===== config.mk =====
export PLATFORM = sky130hd
export DESIGN_NAME = alu_cmd_sequencer
export DESIGN_NICKNAME = d
export VERILOG_FILES = /design/src/rtl/alu_pkg.sv /design/src/rtl/alu_result_mux.sv /design/src/rtl/alu_cmd_sequencer.sv
export SDC_FILE = /design/constraint.sdc
export NUM_CORES = 1
export LEC_CHECK = 0
export ABC_AREA = 1
export ABC_CLOCK_PERIOD_IN_PS = 1700
export CORE_MARGIN = 4
export CORE_UTILIZATION = 38
export CTS_BUF_LIST = sky130_fd_sc_hd__clkbuf_2 sky130_fd_sc_hd__clkbuf_4 sky130_fd_sc_hd__clkbuf_8
export DETAILED_ROUTE_END_ITERATION = 10
export PLACE_DENSITY_LB_ADDON = 0.3
export SETUP_SLACK_MARGIN = 0.05
export SYNTH_ARGS = -nofsm -noshare
export SYNTH_HDL_FRONTEND = slang
export SYNTH_SLANG_ARGS = --single-unit

===== constraint.sdc =====
create_clock -name CLK -period 1.7 [get_ports CLK]
set_clock_uncertainty 0.15 [all_clocks]
set_input_delay 0.425 -clock CLK [delete_from_list [all_inputs] [get_ports CLK]]
set_output_delay 0.425 -clock CLK [all_outputs]
set_load 0.03 [all_outputs]

===== src/rtl/alu_pkg.sv =====
// Shared definitions for the ALU command sequencer: unit selectors, FSM states, opcodes.
package alu_pkg;

    localparam logic [1:0] ARITH = 2'b00;
    localparam logic [1:0] LOGIC = 2'b01;
    localparam logic [1:0] CMP   = 2'b10;
    localparam logic [1:0] SHIFT = 2'b11;

    typedef enum logic [1:0] {
        IDLE = 2'd0,
        WAIT = 2'd1,
        RESP = 2'd2
    } state_t;

    localparam logic [3:0] FUN_ADD    = 4'b0000;
    localparam logic [3:0] FUN_SUB    = 4'b0001;
    localparam logic [3:0] FUN_MUL    = 4'b0010;
    localparam logic [3:0] FUN_AND    = 4'b0100;
    localparam logic [3:0] FUN_OR     = 4'b0101;
    localparam logic [3:0] FUN_CMP_EQ = 4'b1000;
    localparam logic [3:0] FUN_SHR    = 4'b1100;
    localparam logic [3:0] FUN_SHL    = 4'b1101;

endpackage


===== src/rtl/alu_result_mux.sv =====
// Selects flag, result and carry of one ALU unit and formats the result to 2*width bits.
// Latency: combinational. Backpressure: none.
module alu_result_mux
    import alu_pkg::*;
#(
    parameter int width = 16
) (
    input  logic [1:0]         i_sel,
    input  logic [2*width-1:0] i_arith_out,
    input  logic               i_carry_out,
    input  logic [width-1:0]   i_logic_out,
    input  logic [width-1:0]   i_cmp_out,
    input  logic [width:0]     i_shift_out,
    input  logic               i_arith_flag,
    input  logic               i_logic_flag,
    input  logic               i_cmp_flag,
    input  logic               i_shift_flag,
    output logic               o_flag,
    output logic [2*width-1:0] o_data,
    output logic               o_carry
);

    always_comb begin
        o_flag  = 1'b0;
        o_data  = '0;
        o_carry = 1'b0;
        case (i_sel)
            ARITH: begin
                o_flag  = i_arith_flag;
                o_data  = i_arith_out;
                o_carry = i_carry_out;
            end
            LOGIC: begin
                o_flag = i_logic_flag;
                o_data = {{width{1'b0}}, i_logic_out};
            end
            CMP: begin
                o_flag = i_cmp_flag;
                o_data = {{width{1'b0}}, i_cmp_out};
            end
            default: begin
                o_flag = i_shift_flag;
                o_data = {{(width-1){1'b0}}, i_shift_out};
            end
        endcase
    end

endmodule


===== src/rtl/alu_cmd_sequencer.sv =====
// Issues one ALU command at a time to ALU_TOP and returns the selected unit's result.
// Latency: response valid ALU_LAT+1 cycles after accept, or ALU_LAT+TIMEOUT+1 on timeout.
// Backpressure: response held stable until rsp_ready; no new command accepted meanwhile.
module alu_cmd_sequencer
    import alu_pkg::*;
#(
    parameter int width   = 16,
    parameter int ALU_LAT = 1,
    parameter int TIMEOUT = 15,
    parameter int CNT_W   = 16
) (
    input  logic               CLK,
    input  logic               RST,
    input  logic               cmd_valid,
    output logic               cmd_ready,
    input  logic [width-1:0]   cmd_a,
    input  logic [width-1:0]   cmd_b,
    input  logic [3:0]         cmd_fun,
    output logic [width-1:0]   ALU_A,
    output logic [width-1:0]   ALU_B,
    output logic [3:0]         ALU_FUN,
    input  logic [2*width-1:0] Arith_OUT,
    input  logic [width-1:0]   Logic_OUT,
    input  logic [width-1:0]   CMP_OUT,
    input  logic [width:0]     SHIFT_OUT,
    input  logic               Carry_OUT,
    input  logic               Arith_Flag,
    input  logic               Logic_Flag,
    input  logic               CMP_Flag,
    input  logic               SHIFT_Flag,
    output logic               rsp_valid,
    input  logic               rsp_ready,
    output logic [2*width-1:0] rsp_data,
    output logic               rsp_carry,
    output logic               rsp_err,
    output logic [CNT_W-1:0]   op_count
);

    localparam int WC_W = $clog2(ALU_LAT + TIMEOUT + 1);
    localparam logic [WC_W-1:0] LAT_C = WC_W'(ALU_LAT);
    localparam logic [WC_W-1:0] LIM_C = WC_W'(ALU_LAT + TIMEOUT);

    state_t             r_state;
    state_t             w_next_state;
    logic [WC_W-1:0]    r_wait_cnt;
    logic [width-1:0]   r_alu_a;
    logic [width-1:0]   r_alu_b;
    logic [3:0]         r_alu_fun;
    logic [2*width-1:0] r_rsp_data;
    logic               r_rsp_carry;
    logic               r_rsp_err;
    logic [CNT_W-1:0]   r_op_count;

    logic               w_flag;
    logic [2*width-1:0] w_data;
    logic               w_carry;
    logic               w_accept;
    logic               w_capture;
    logic               w_timeout;
    logic               w_rsp_hs;

    alu_result_mux #(.width(width)) u_mux (
        .i_sel        (r_alu_fun[3:2]),
        .i_arith_out  (Arith_OUT),
        .i_carry_out  (Carry_OUT),
        .i_logic_out  (Logic_OUT),
        .i_cmp_out    (CMP_OUT),
        .i_shift_out  (SHIFT_OUT),
        .i_arith_flag (Arith_Flag),
        .i_logic_flag (Logic_Flag),
        .i_cmp_flag   (CMP_Flag),
        .i_shift_flag (SHIFT_Flag),
        .o_flag       (w_flag),
        .o_data       (w_data),
        .o_carry      (w_carry)
    );

    assign w_accept  = (r_state == IDLE) && cmd_valid;
    // Flags inside the mask window still belong to the previous operation.
    assign w_capture = (r_state == WAIT) && w_flag && (r_wait_cnt >= LAT_C);
    assign w_timeout = (r_state == WAIT) && (r_wait_cnt == LIM_C);
    assign w_rsp_hs  = (r_state == RESP) && rsp_ready;

    always_ff @(posedge CLK or negedge RST) begin
        if (!RST) begin
            r_state <= IDLE;
        end else begin
            r_state <= w_next_state;
        end
    end

    always_comb begin
        w_next_state = r_state;
        case (r_state)
            IDLE:    if (w_accept) w_next_state = WAIT;
            WAIT:    if (w_capture || w_timeout) w_next_state = RESP;
            RESP:    if (w_rsp_hs) w_next_state = IDLE;
            default: w_next_state = IDLE;
        endcase
    end

    always_ff @(posedge CLK or negedge RST) begin
        if (!RST) begin
            r_wait_cnt  <= '0;
            r_alu_a     <= '0;
            r_alu_b     <= '0;
            r_alu_fun   <= '0;
            r_rsp_data  <= '0;
            r_rsp_carry <= 1'b0;
            r_rsp_err   <= 1'b0;
            r_op_count  <= '0;
        end else begin
            if (w_accept) begin
                r_alu_a    <= cmd_a;
                r_alu_b    <= cmd_b;
                r_alu_fun  <= cmd_fun;
                r_wait_cnt <= '0;
            end
            if (r_state == WAIT) begin
                r_wait_cnt <= r_wait_cnt + WC_W'(1);
            end
            // Capture has priority over a timeout landing on the same edge.
            if (w_capture) begin
                r_rsp_data  <= w_data;
                r_rsp_carry <= w_carry;
                r_rsp_err   <= 1'b0;
            end else if (w_timeout) begin
                r_rsp_data  <= '0;
                r_rsp_carry <= 1'b0;
                r_rsp_err   <= 1'b1;
            end
            if (w_rsp_hs) begin
                r_op_count <= r_op_count + CNT_W'(1);
            end
        end
    end

    assign cmd_ready = (r_state == IDLE);
    assign rsp_valid = (r_state == RESP);
    assign ALU_A     = r_alu_a;
    assign ALU_B     = r_alu_b;
    assign ALU_FUN   = r_alu_fun;
    assign rsp_data  = r_rsp_data;
    assign rsp_carry = r_rsp_carry;
    assign rsp_err   = r_rsp_err;
    assign op_count  = r_op_count;

endmodule

==> Word-level counts from Yosys, hierarchy flattened <==
Cells that the tools add are included.
{ "totals": {"ff_bits": 93, "inputBits": 126, "out_inout_bits": 88, "elab_cells": 46} }
{ "classes": {"addsub": 2, "magnitude_cmp": 1, "n_eq_ne": 8, "muxes": 15, "reduce_logical": 11} }
{ "ops": {"columns": ["cell", "n"], "rows": [
  ["32-bit one-hot mux with 3 select lines", 1],
  ["32-bit two-way mux", 2],
  ["16-bit by 1-bit adder with 16-bit output, second input constant", 1],
  ["5-bit two-way mux", 2],
  ["2-bit two-way mux", 3],
  ["2-bit one-hot mux with 3 select lines", 1],
  ["5-bit by 1-bit adder with 5-bit output, second input constant", 1],
  ["5-bit == test, second input constant", 1],
  ["5-bit by 1-bit greater-or-equal comparator with 1-bit output, second input constant", 1],
  ["1-bit logical AND", 5],
  ["1-bit two-way mux", 5],
  ["2-bit by 1-bit == test with 1-bit output, second input constant", 2],
  ["2-bit == test, second input constant", 2],
  ["2-bit logical NOT", 2],
  ["2-bit by 1-bit inequality test with 1-bit output, second input constant", 2],
  ["2-bit nonzero test", 2],
  ["1-bit one-hot mux with 3 select lines", 1],
  ["3-bit AND reduction", 1],
  ["2-bit inequality test, second input constant", 1],
  ["1-bit logical OR", 1]
]} }

==> Logic depth before layout (Yosys ltp) <==
Gate-level depths: netlist of the first run.
{ "depth": {"word_depth": 7, "mapped_depth": 9, "ltp_nobuf": 8} }

==> By module <==
Synthesis of the first run repeated with hierarchy kept, for this count alone.
{ "hier_totals": {"cells_unflattened": 497, "hier_area_um2": 4518.1} }
{ "modules_own_cells": {"columns": ["mod", "n_inst", "cells_each", "area_per_inst_um2", "seq_area_each_um2"], "rows": [
  ["alu_cmd_sequencer", 1, 361, 3846.2, 2327.2],
  ["alu_result_mux", 1, 136, 671.9, 0.0]
]} }

==> Worst setup path before layout of the first run <==
Ideal clock, no wire load.
{ "synth_timing": {"path_kind": "reg2reg", "start": "register r_state[1]", "end": "register r_alu_a[0] (netlist: ALU_A[0])", "setup_time_ns": 0.125, "arrival_time_ns": 1.597, "t_required_ns": 1.425, "slack_ns": -0.171, "stages_incl_launch_ff": 5, "path_buffers": 1, "synth_period_minus_slack_ns": 1.871, "cell_sequence": "dfrtp_1 nor2_1 nand2_1 buf_2 mux2_2"} }
{ "synth_between": {"elab_chain_len": 2} }
{ "synth_rtl": {"columns": ["item", "line", "text"], "rows": [
  ["start, declared", "alu_cmd_sequencer.sv:43", "state_t r_state;"],
  ["start signal, assigned", "alu_cmd_sequencer.sv:88", "r_state <= w_next_state;"],
  ["2-bit logical NOT", null, null],
  ["via cmd_ready", "alu_cmd_sequencer.sv:15", "output logic cmd_ready,"],
  ["1-bit logical AND", "alu_cmd_sequencer.sv:78", "assign w_accept = (r_state == IDLE) && cmd_valid;"],
  ["end signal, assigned", "alu_cmd_sequencer.sv:114", "r_alu_a <= cmd_a;"],
  ["end, declared", "alu_cmd_sequencer.sv:46", "logic [width-1:0] r_alu_a;"]
]} }
The timed path passes the listed nets, and every way through them passes these cells.
A chain may end at the register's enable or synchronous reset.

==> Worst setup path after layout of the first run <==
{ "layout_timing": {"start": "register r_alu_fun[2] (netlist: ALU_FUN[2])", "end": "register r_state[1]"} }
{ "layout_between": {"elab_chain_len": 7, "word_cells_on_any_way": 9, "cone_classes": "eq/ne (3); mux (1); reduce/logical (5)"} }
{ "layout_rtl": {"columns": ["item", "line", "text"], "rows": [
  ["start, declared", "alu_cmd_sequencer.sv:48", "logic [3:0] r_alu_fun;"],
  ["start signal, assigned", "alu_cmd_sequencer.sv:116", "r_alu_fun <= cmd_fun;"],
  ["2-bit == test, or another cell as far along", "alu_result_mux.sv:27", "case (i_sel)"],
  ["1-bit one-hot mux with 3 select lines *", "alu_result_mux.sv:27", null],
  ["1-bit logical AND * (2 in series)", "alu_cmd_sequencer.sv:80", "assign w_capture = (r_state == WAIT) && w_flag && (r_wait_cnt >= LAT_C);"],
  ["1-bit logical OR *", "alu_cmd_sequencer.sv:96", "WAIT: if (w_capture || w_timeout) w_next_state = RESP;"],
  ["2-bit inequality test (no line) *", null, null],
  ["3-bit AND reduction (no line) *", null, null]
]} }
Mark *: on every way between the ends. The rest lies on a longest branch, timed or not.

==> out/metrics.yaml, run 1 <==
sta:
  relSlewSlack_pct: 74.3
  rsz0062_at_grt: "true"
  holdWs_ns: 0.354
  fin_crit_sh_pct: 98.0
  fmax_mhz: 600
  timing.final.crit_period_ns: 1.67
  hold_viol: 0
  worst_slack_ns: 0.0342
  maxSlewViolCount: 0
  tightest_slew_ns: 0.385
  setup_viol: 0
route:
  ant_nets: 0
  finalWirelength_um: 15000
  vias_per_cell: 5.01
  drtIter0Drc: 250
  drt_pass1_iterations: 4
  drcViolationCount: 0
  routedWlPerCell_um: 16.6
  dr_total_vias: 4525
synth:
  synthDistinctLibCells: 32
  synth-seq-area-share_pct: 51.4
  syn_area_per_cell_um2: 9.04
  syn_nets: 631
  synth.area.top_cells: "dfrtp_1 51%, nand2_1 12%, mux2_2 8.5%"
  yosysTopAreaCell: "dfrtp_1"
  ys_seq_elements: 93
  syn_inst: 501
  synth_top_area_share_pct: 51.4
  syn_area_um2: 4530
  synth_warnings: 0
final_layout:
  final_common_cell: "nand2_1"
  finalNonFillerCells: 904
  nNetsFinal: 887
  areaGrowthSynthToFinish_pct: 67.9
  final_cell_mix: "142 x nand2_1, 124 x clkdlybuf4s50_1, 89 x dfrtp_1"
  drive_gt1_share_pct: 31.7
  filler_cell_count: 977
  diodes: 0
placement:
  pre_cts_slack_ns: -0.212
  placedCellCount: 871
  place_hpwl_um: 11000
  io_buffers: 213
  gp_congestion: 0.830
global_routing:
  antenna_found_initial: 0
  grt_start_max_net_pins: 42
  gr-total-overflow: 0
  track_usage_pct: 21.1
  grt_pass1_vias: 4700
  grt_first_pass_wirelength_um: 22500
die:
  die_h_um: 117
  start_util_pct: 39.2
  row_count: 39
  pin_count: 214
  core_area_um2: 11600
  die-area_um2: 13700
  die_w_um: 117
power_and_ir_drop:
  power_density_nw_per_um2: 1770
  vdd_drop_max_uv: 972
  leakagePower_nw: 3.55
  total_power_mw: 13.5
critical_path:
  critical_path_buf_inv_count: 2
  cp.required_ns: 1.79
  critPathLaunchType: "flop"
  timing.critical_path.mode_cell: "nand3_4"
  critPathKind: "reg2reg"
  worstPathMaxFanout: 7
  critPathSlowestCell: "dfrtp_2"
  regToRegSetupSlack_ns: 0.03
  crit_family: "flip-flops"
  arrival_ns: 1.75
  slowest_delay_ns: 0.49
  path_cells: "buf_4, o21ai_1, nand3_4, nand3_4, clkbuf_16, o211ai_1"
  end_kind: "flop"
clocking:
  clock_sinks: 93
  worstSkewPairLatency_ns: 0.36
  clk_path_buf_depth: 2
  cts_tree: "done"
  htree_num_levels: 3
  root_buffer: "clkbuf_8"
  numCtsBuffers: 9
  clk_pin_slew_worst_paths_ns: 0.10
min_path:
  hold_class: "reg2reg"
status:
  outcome: "completed"
job:
  max-cap-violations: 0
## logic make-up after synthesis
kind of cell,Yosys count,synth area share [%]
and+or+nand+nor,285,29.1
xor gates and xnor gates,8,1.55
muxes,35,8.67
adders and majority gates,4,1.10
DFF,93,51.4
AOI/OAI and AO/OA,26,3.15
buffers and inverters,50,5.08
## metal layers
layer  part of all wire (%)  vias to the layer above  routed length (um)  track usage, %
met2                     49                      202                7360            36.8
met1                     39                     2108                5930            24.4
met3                    9.8                       24                1480            6.43
met5                      0                        -                   0               0
li1                       -                     2191                   -               -
met4                    1.7                        0                 258            7.34
## final cells by class
| cell class | count | area [um^2] | area share, % |
|---|---|---|---|
| flip-flops and latches | 93 | 2330 | 30.7 |
| multi-input cells | 358 | 2120 | 27.9 |
| repair buffers | 268 | 2670 | 35.1 |
| clock buffers | 11 | 145 | 1.91 |
| inverters | 27 | 109 | 1.43 |
| clock inverters | 4 | 48.8 | 0.641 |
| well taps | 143 | 179 | 2.35 |
## flip-flops by register name (all words and copies together), names as in the netlist
name / cells
ALU_A: 16
r_state: 2
rsp_err: 1
r_wait_cnt: 5
rsp_carry: 1
rsp_data: 32
ALU_B: 16
ALU_FUN: 4
op_count: 16
## synth_stat cells (all sizes together)
library cell and instances:
a21oi 2, a22o 1, a22oi 1, and3 1, buf 17, clkbuf 6, clkinv 1, dfrtp 93
ha 4, inv 26, mux2 34, mux2i 1, nand2 145, nand3 61, nand3b 1, nand4 38
nor2 32, o211ai 1, o21ai 21, or2 7, xnor2 2, xor2 6
## through the flow
| step | cell area [um^2] | setup TNS (ns) | util, % |
|---|---|---|---|
| 2_1_floorplan | 4550 | 0 | - |
| 3_3_place_gp | 7190 | -7.78 | 62.2 |
| 3_5_place_dp | 7190 | -10.15 | 62.2 |
| 4_1_cts | 7560 | 0 | 65.3 |
| 5_1_grt | 7610 | -0.728 | 65.8 |
| 6_report | 7610 | 0 | 65.8 |
## path summary, 6_finish.rpt
path                                          start                  endpoint  cells past startpoint
max in group asynchronous                       RST     ALU_B[13]$_DFFE_PN0P_                      3
hold reg to reg            rsp_data[10]$_DFFE_PN0P_  rsp_data[10]$_DFFE_PN0P_                      2
hold / removal             rsp_data[10]$_DFFE_PN0P_  rsp_data[10]$_DFFE_PN0P_                      2
setup reg to reg             ALU_FUN[2]$_DFFE_PN0P_    r_state[1]$_DFFE_PN0P_                      6
min in group asynchronous                       RST   op_count[8]$_DFFE_PN0P_                      2
setup / recovery             ALU_FUN[2]$_DFFE_PN0P_    r_state[1]$_DFFE_PN0P_                      6
## power by group
group	internal [mW]	switching [mW]	total, mW	leakage [nW]
Clock	0.727	0.765	1.49	0.103
Sequential	3.18	0.676	3.86	1.17
Combinational	3.44	4.69	8.13	2.27
Total	7.35	6.13	13.5	3.55
## timing repair
action | 4_1_cts | 5_1_grt
pin swaps | 3 | 5
gates resized for setup | 245 | 87
hold buffers | 1 | 0
hold endpoints to repair | 23 | 0
buffers inserted | 11 | 4
endpoints found under the setup margin | 107 | 77
cloned | 0 | 2
## tightest hold or removal path, cell delays in order (launching register included)
cell     delay, ns
dfrtp_1       0.35
nand3_1       0.07
nand2_1       0.05
Note: power is estimated with default switching activity, not from simulation.
==> run 2, diff against run 1 <==
Settings changed: GPL_TIMING_DRIVEN set to 0.
==> out/metrics.yaml, run 2 (synthesis gave the netlist of run 1 again) <==
critical_path:
  r2r_cells: 6  # unchanged
  crit_cells: 3  # -3
  cp.required_ns: 1.12  # -0.67 ns
  r2r-start: "r_state[1]$_DFFE_PN0P_"
  path_cells: "inv_2, nor2_2, buf_6"
  critPathSlowestCell: "dfrtp_2"
  crit_family: "flip-flops"
  critPathLaunchType: "flop"
  slowest_delay_ns: 0.45  # -0.04 ns
  end_kind: "output port"
  worstPathMaxFanout: 4  # -3
  crit_start: "r_state[1]$_DFFE_PN0P_"
  critical_path_buf_inv_count: 2  # unchanged
  arrival_ns: 1.13  # -0.62 ns
  critPathKind: "reg2out"
route:
  drcViolationCount: 0  # unchanged
  finalWirelength_um: 15000  # -0.17%
  drtIter0Drc: 233  # -6.8%
  drt_pass1_iterations: 5  # +1
  routedWlPerCell_um: 16.6  # about the same
  dr_total_vias: 4583  # +1.3%
  vias_per_cell: 5.08  # +1.5%
  ant_nets: 0  # unchanged
clocking:
  root_buffer: "clkbuf_8"
  htree_num_levels: 3  # unchanged
  clk_pin_slew_worst_paths_ns: 0.09  # about the same
  cts_tree: "done"
  clock_sinks: 93  # unchanged
  worstSkewPairLatency_ns: 0.36  # about the same
  clk_path_buf_depth: 2  # unchanged
  numCtsBuffers: 9  # unchanged
min_path:
  worstHoldStart: "rsp_ready"
  whs_path_depth: 2  # unchanged
  hold_class: "in2reg"
status:
  violations: "setup timing"
  outcome: "finished with violations"
sta:
  maxSlewViolCount: 0  # unchanged
  setup_viol: 1  # +1
  tightest_slew_ns: 0.642  # +0.257 ns
  holdWs_ns: 0.241  # -0.112 ns
  fmax_mhz: 585  # -2.5%
  timing.final.crit_period_ns: 1.71  # +0.0432 ns
  rsz0062_at_grt: "true"
  worst_slack_ns: -0.00896  # -0.0432 ns
  hold_viol: 0  # unchanged
  fin_crit_sh_pct: 101  # +2.5 points
  relSlewSlack_pct: 57.2  # -17 points
die:
  start_util_pct: 39.2  # unchanged
  row_count: 39  # unchanged
  pin_count: 214  # unchanged
  die_w_um: 117  # unchanged
  die_h_um: 117  # unchanged
  core_area_um2: 11600  # unchanged
  die-area_um2: 13700  # unchanged
global_routing:
  grt_pass1_vias: 4682  # -0.38%
  gr-total-overflow: 0  # unchanged
  grt_first_pass_wirelength_um: 23000  # +2.0%
  grt_start_max_net_pins: 49  # +17%
  track_usage_pct: 21.5  # +0.40 points
  antenna_found_initial: 0  # unchanged
placement:
  gp_congestion: 0.946  # +14%
  place_hpwl_um: 11500  # +4.3%
  placedCellCount: 858  # -1.5%
  io_buffers: 213  # unchanged
final_layout:
  final_common_cell: "nand2_1"
  filler_cell_count: 993  # +1.6%
  finalNonFillerCells: 902  # -0.22%
  drive_gt1_share_pct: 32.5  # +0.87 points
  areaGrowthSynthToFinish_pct: 62.7
  seq_area_um2: 2330  # about the same
  multi_input_area_um2: 2160  # +1.7%
  nNetsFinal: 884  # -0.34%
  final_cell_mix: "140 x nand2_1, 123 x clkdlybuf4s50_1, 88 x dfrtp_1"
  largest_reg_flops: 32  # unchanged
  diodes: 0  # unchanged
power_and_ir_drop:
  vdd_drop_max_uv: 833  # -14%
  power_density_nw_per_um2: 1810  # +2.4%
  leakagePower_nw: 3.47  # -2.2%
job:
  max-cap-violations: 0  # unchanged
-- run 2: area by class of cell --
cell class | instances | area share, %
plain buffers | 23 | 2.55
clock buffers | 11 | 2.05
clock inverters | 5 | 1.10
inverters | 27 | 1.44
multi-input cells | 358 | 29.3
flip-flops and latches | 93 | 31.7
well taps | 143 | 2.43
repair buffers | 242 | 29.5
-- run 2: power breakdown --
group          internal (mW)  switching, mW
combinational           3.09           4.72
clock                  0.912          0.787
sequential              3.18          0.667
-- run 2: worst paths after layout --
check | endpoint | slack, ns
setup reg to reg | rsp_data[22]$_DFFE_PN0P_ | 0.05
hold reg to reg | rsp_data[2]$_DFFE_PN0P_ | 0.36
max in group asynchronous | ALU_FUN[2]$_DFFE_PN0P_ | 0.26
setup / recovery | rsp_valid | -0.009
min in group asynchronous | op_count[9]$_DFFE_PN0P_ | 0.47
hold / removal | r_state[1]$_DFFE_PN0P_ | 0.24
-- run 2: per-stage QoR --
step           util, %  setup TNS, ns  total power [mW]  area (um^2)  setup slack, ns
2_1_floorplan        -              0              8.19         4550           0.0567
3_3_place_gp      59.4        -328.33              11.2         6860            -3.60
3_5_place_dp      59.6         -25.37              11.4         6890           -0.397
4_1_cts           63.2        -0.0211              13.2         7300          -0.0211
5_1_grt           63.7          -1.38              14.2         7370          -0.0771
6_report          63.7       -0.00896              13.4         7370         -0.00896
-- run 2: layer usage --
layer  global-route usage [%]  vias to the layer above  wire [um]
met5                        0                        -          0
met4                     7.03                        0        312
li1                         -                     2189          -
met2                     36.5                      218       7370
met1                     25.5                     2153       5770
met3                     7.40                       23       1550
-- run 2: timing repair --
item                                    CTS  global route
pin swaps                                 6            14
endpoints found under the setup margin  161            99
resized for setup                       347           106
endpoints found under the hold margin    47             0
hold buffers                              1             0
gates cloned                              1             0
setup buffers                            12            14
